### config.mk
export PLATFORM = sky130hd
export DESIGN_NAME = csa_accum_ctrl
export DESIGN_NICKNAME = d
export VERILOG_FILES = /design/src/rtl/pdpu_pkg.sv /design/src/rtl/compressor_3to2.sv /design/src/rtl/csa_accum_ctrl.sv
export SDC_FILE = /design/constraint.sdc
export NUM_CORES = 1
export LEC_CHECK = 0
export ABC_AREA = 0
export CELL_PAD_IN_SITES_DETAIL_PLACEMENT = 0
export CELL_PAD_IN_SITES_GLOBAL_PLACEMENT = 1
export CORE_MARGIN = 2
export CORE_UTILIZATION = 30
export CTS_BUF_LIST = sky130_fd_sc_hd__clkbuf_8 sky130_fd_sc_hd__clkbuf_16
export CTS_CLUSTER_SIZE = 10
export DETAILED_ROUTE_END_ITERATION = 7
export GPL_TIMING_DRIVEN = 0
export PLACE_DENSITY_LB_ADDON = 0.1
export SLEW_MARGIN = 10
export SYNTH_ARGS = -nofsm -noshare
export SYNTH_HDL_FRONTEND = slang
export SYNTH_SLANG_ARGS = --single-unit
### constraint.sdc
create_clock -name clk_i -period 2.3 [get_ports clk_i]
set_clock_uncertainty 0.1 [all_clocks]
set_input_delay 0.69 -clock clk_i [delete_from_list [all_inputs] [get_ports clk_i]]
set_output_delay 0.69 -clock clk_i [all_outputs]
set_load 0.02 [all_outputs]
### src/rtl/pdpu_pkg.sv
// ----------------------------------------------------------------------------
// pdpu_pkg: shared FSM state type and width helper for the accumulator block.
// Revision: 1.0
// ----------------------------------------------------------------------------
`timescale 1ns/1ps
`default_nettype none

package pdpu_pkg;

  typedef enum logic [1:0] {
    ST_IDLE    = 2'd0,
    ST_ACCUM   = 2'd1,
    ST_RESOLVE = 2'd2,
    ST_DONE    = 2'd3
  } state_t;

  // Smallest r with 2**r >= value; clog2(1) is 0.
  function automatic int clog2(input int value);
    int r;
    int v;
    r = 0;
    v = value - 1;
    while (v > 0) begin
      r = r + 1;
      v = v >> 1;
    end
    return r;
  endfunction

endpackage

`default_nettype wire

### src/rtl/compressor_3to2.sv
// ----------------------------------------------------------------------------
// compressor_3to2: bitwise full-adder row reducing three operands to sum/carry.
// Revision: 1.0
// ----------------------------------------------------------------------------
`timescale 1ns/1ps
`default_nettype none

module compressor_3to2 #(
  parameter int WIDTH_I = 8
) (
  input  logic [WIDTH_I-1:0] a_i,
  input  logic [WIDTH_I-1:0] b_i,
  input  logic [WIDTH_I-1:0] c_i,
  output logic [WIDTH_I-1:0] sum_o,
  output logic [WIDTH_I:0]   carry_o
);

  logic [WIDTH_I-1:0] majority;

  assign sum_o    = a_i ^ b_i ^ c_i;
  assign majority = (a_i & b_i) | (a_i & c_i) | (b_i & c_i);
  // Carry bits carry weight 2, so the vector is pre-shifted one place.
  assign carry_o  = {majority, 1'b0};

endmodule

`default_nettype wire

### src/rtl/csa_accum_ctrl.sv
// ----------------------------------------------------------------------------
// csa_accum_ctrl: carry-save accumulator with job FSM and one final resolve add.
// Revision: 1.0
// ----------------------------------------------------------------------------
`timescale 1ns/1ps
`default_nettype none

module csa_accum_ctrl
  import pdpu_pkg::*;
#(
  parameter int WIDTH_I = 8,
  parameter int N_MAX   = 16,
  parameter int WIDTH_A = WIDTH_I + pdpu_pkg::clog2(N_MAX)
) (
  input  logic                                   clk_i,
  input  logic                                   rst_ni,
  input  logic                                   start_i,
  input  logic [pdpu_pkg::clog2(N_MAX+1)-1:0]    count_i,
  input  logic                                   operand_valid_i,
  input  logic [WIDTH_I-1:0]                     operand_i,
  output logic                                   operand_ready_o,
  output logic                                   result_valid_o,
  input  logic                                   result_ready_i,
  output logic [WIDTH_A-1:0]                     result_o,
  output logic                                   busy_o
);

  localparam int CNT_W = pdpu_pkg::clog2(N_MAX + 1);

  state_t             state_q;
  logic [WIDTH_A-1:0] sum_q;
  logic [WIDTH_A-1:0] carry_q;
  logic [CNT_W-1:0]   count_q;
  logic [WIDTH_A-1:0] result_q;

  logic [CNT_W-1:0]   count_load;
  logic [WIDTH_A-1:0] operand_ext;
  logic [WIDTH_A-1:0] csa_sum;
  logic [WIDTH_A:0]   csa_carry;
  logic [WIDTH_A-1:0] carry_trunc;

  assign count_load  = (count_i > CNT_W'(N_MAX)) ? CNT_W'(N_MAX) : count_i;
  assign operand_ext = WIDTH_A'(operand_i);

  compressor_3to2 #(
    .WIDTH_I (WIDTH_A)
  ) u_csa (
    .a_i     (operand_ext),
    .b_i     (sum_q),
    .c_i     (carry_q),
    .sum_o   (csa_sum),
    .carry_o (csa_carry)
  );

  // Dropping the carry MSB gives the mod 2^WIDTH_A wrap of the running sum.
  assign carry_trunc = WIDTH_A'(csa_carry);

  always_ff @(posedge clk_i or negedge rst_ni) begin
    if (!rst_ni) begin
      state_q  <= ST_IDLE;
      sum_q    <= '0;
      carry_q  <= '0;
      count_q  <= '0;
      result_q <= '0;
    end else begin
      case (state_q)
        ST_IDLE: begin
          if (start_i) begin
            sum_q   <= '0;
            carry_q <= '0;
            count_q <= count_load;
            state_q <= (count_load == '0) ? ST_RESOLVE : ST_ACCUM;
          end
        end
        ST_ACCUM: begin
          if (operand_valid_i) begin
            sum_q   <= csa_sum;
            carry_q <= carry_trunc;
            count_q <= count_q - CNT_W'(1);
            if (count_q == CNT_W'(1)) begin
              state_q <= ST_RESOLVE;
            end
          end
        end
        ST_RESOLVE: begin
          result_q <= sum_q + carry_q;
          state_q  <= ST_DONE;
        end
        ST_DONE: begin
          if (result_ready_i) begin
            state_q <= ST_IDLE;
          end
        end
        default: state_q <= ST_IDLE;
      endcase
    end
  end

  assign operand_ready_o = (state_q == ST_ACCUM);
  assign result_valid_o  = (state_q == ST_DONE);
  assign busy_o          = (state_q != ST_IDLE);
  assign result_o        = result_q;

endmodule

`default_nettype wire

==> results of run 1 <==
-- where the power goes --
group / internal (mW) / total [mW] / leakage, nW / switching (mW)
Combinational: 0.773 / 1.77 / 0.850 / 1.00
Clock: 0.201 / 0.454 / 0.0466 / 0.253
Sequential: 0.962 / 1.16 / 0.560 / 0.196
-- worst paths after layout --
path                       cells after the start      start      endpoint
hold reg to reg                                1  sum_q[11]     sum_q[11]
hold / removal                                 1     rst_ni  result_o[11]
min in group clk_i                             1  sum_q[11]     sum_q[11]
setup / recovery                               6   sum_q[1]   result_o[9]
setup reg to reg                               6   sum_q[1]   result_o[9]
max in group asynchronous                      2     rst_ni    carry_q[8]
-- what timing repair did --
action                                  in CTS  in global routing
endpoints found under the setup margin       4                 32
setup buffers                                0                  6
gates resized for setup                      4                 10
pin swaps                                    1                  2
cloned                                       0                  0
-- area by class of cell --
| class | instances | area (um2) | share of cell area (%) |
|---|---|---|---|
| well taps | 102 | 127.6 | 4.175 |
| repair buffers | 39 | 376.6 | 12.32 |
| flip-flops and latches | 42 | 1051 | 34.38 |
| plain buffers | 9 | 38.79 | 1.269 |
| clock inverters | 2 | 7.507 | 0.2456 |
| inverters | 13 | 48.80 | 1.596 |
| clock buffers | 5 | 68.82 | 2.251 |
| multi-input cells | 158 | 1338 | 43.76 |
-- layer usage --
| metal | track usage [%] | part of all wire, % |
|---|---|---|
| met3 | 2.793 | 3.3 |
| met1 | 21.51 | 52 |
| met4 | 3.986 | 1.1 |
| met5 | 0 | 0 |
| met2 | 21.96 | 43 |
-- cells in the final DEF (no fill, tap or decap), types with 4 or more instances in the layout --
cell type,netlist,layout
dfrtp_1,42,42
buf_4,0,6
clkbuf_8,0,5
nand2b_1,4,4
nand3_1,7,7
clkbuf_1,7,5
clkbuf_2,0,4
ha_1,18,16
nor2_1,7,7
mux2_2,7,7
a22o_1,22,22
o21ai_0,9,9
a21oi_1,9,9
nand2_1,13,13
fa_1,8,7
inv_1,12,14
clkdlybuf4s50_1,0,28
-- cells by family (layout without fill, tap and decap cells) --
logic type,count (synthesis),in the layout,share of synthesized area [%]
mux,8,8,3.621
simple gates,51,51,10.81
fa+ha+maj,26,26,15.71
compound gates,68,68,21.83
buf+inv,22,68,3.416
flops,42,42,42.84
xor+xnor,5,5,1.785
-- state kept, by name (all words and copies together), names as in the netlist --
| register | cells |
|---|---|
| state_q | 2 |
| carry_q | 11 |
| result_o | 12 |
| sum_q | 12 |
| count_q | 5 |
-- stage by stage --
step | hold WS, ns | cells | util (%) | area, um2 | total power [mW]
final | 0.2754 | 370 | 39.15 | 3057 | 3.386
after global routing | 0.3057 | 370 | 39.15 | 3057 | 3.702
after CTS | 0.2971 | 364 | 38.48 | 3004 | 3.368
after detailed placement | 0.3802 | 357 | 37.36 | 2917 | 2.896
after global placement | 0.3823 | 356 | 37.16 | 2902 | 2.886
after floorplan | 0.2944 | 222 | - | 2454 | 2.304
==> metrics, run 1 <==
outcome finished, final reports clean; Yosys top cell area share 42.84%; H-tree depth 2; Crit path buffers/inverters 0; vias 1857; Synth cell types 49; dpl hpwl 4268 um; total CTS buffers 5; first-pass GRT wire length between 10000 and 15000 um; CP Cell Sequence ha_2, fa_2, a21o_4, a311oi_4, nor3_1, or3_1; antenna cells 0; Hold Crit Class in2async; CTS Sinks 42; Reg2Reg Setup Slack 0.03 ns; WL/cell 15.78 um; routed wire length approximately 5800 um; total gr overflow 0; Worst setup EP type register; worst setup slack after layout 0.03132 ns; RSZ-0062 raised after global routing true; Final Cycle Share 98.64%; CTS Buffer Depth 2; drt pass-1 iters 4; number of buffers inserted by port buffering 32; Die H 94.44 um; die area 8918 um2; Yosys top cell by area dfrtp_1; Ys Warns 0; core footprint 7807 um2; post-route DRC violation count 0; Routed Antenna Nets 0; Pleak 1.457 nW; post-synthesis sequential area ratio 42.84%; vias in the first global route 1936; Post-synth EDFFs 0; gr usage total between 10 and 15%; most common cell in the netlist dfrtp_1; highest clock rate 440.8 MHz; FP Rows 32; critical-path maximum fanout 3; Layout area overhead 24.58%; top cell family by delay on the critical path compound AO/OA/AOI/OAI gates; share of post-route cells with drive strength above 1 13.43%; initial antenna violation count 0; largest net degree at the start of global routing 23; Tightest Pin Transition 0.5782 ns; Data required, critical path roughly 2.4 ns; peak supply drop about 0.40 mV; Synth area leaders dfrtp_1 43%, ha_1 9.2%, a22o_1 7.9%; max-cap violations 0; worst-skew pair later-pin latency 0.29 ns; ys flop type dfrtp_1; initial DRC count slightly below 100; list of most frequent post-synthesis cells 42 x dfrtp_1, 22 x a22o_1, 18 x ha_1, 13 x nand2_1, 12 x inv_1; Syn Nets 266; I/O Pins 33; final setup fails 0; ys async rst share 100.0%; via/cell ratio 5.019; Initial Util 31.43%; cells after synthesis 222; Final Hold Viols 0; Synth Register Bits 42; CTS Root Cell clkbuf_8; post-route minimum period 2.269 ns; chip width 94.44 um; Slew Viols, Final 0; setup_tns 0 ns; nets ~310; mapped cell area 2454 um2; Cell Pwr Density ~1100 nW/um2; Syn Area/Cell between 10 and 15 um2; Slowest cell on crit path dfrtp_1; placer congestion estimate between 0.7 and 0.8; Setup CP Type reg2reg; filler instances 805; slowest stage delay, CP slightly above 0.4 ns; CTS Hold Buffers Added 0; crit path DAT 2.35 ns; Place WS -0.2978 ns; CTS tree done; Reg clk slew, reported paths 0.08 ns; relative slew slack approximately three fifths; CP Launch Type register
(Power assumes the default switching activity.)
==> inputs of run 2 (changes only) <==
CAP_MARGIN = 20   (was unset)
==> results of run 2 <==
The final DEF is identical to that of run 1; final timing and power are the same.
==> inputs of run 3 (changes only) <==
CTS_BUF_LIST = sky130_fd_sc_hd__clkbuf_8   (was sky130_fd_sc_hd__clkbuf_8 sky130_fd_sc_hd__clkbuf_16)
==> results of run 3 <==
The final DEF is identical to that of run 1; final timing and power are the same.
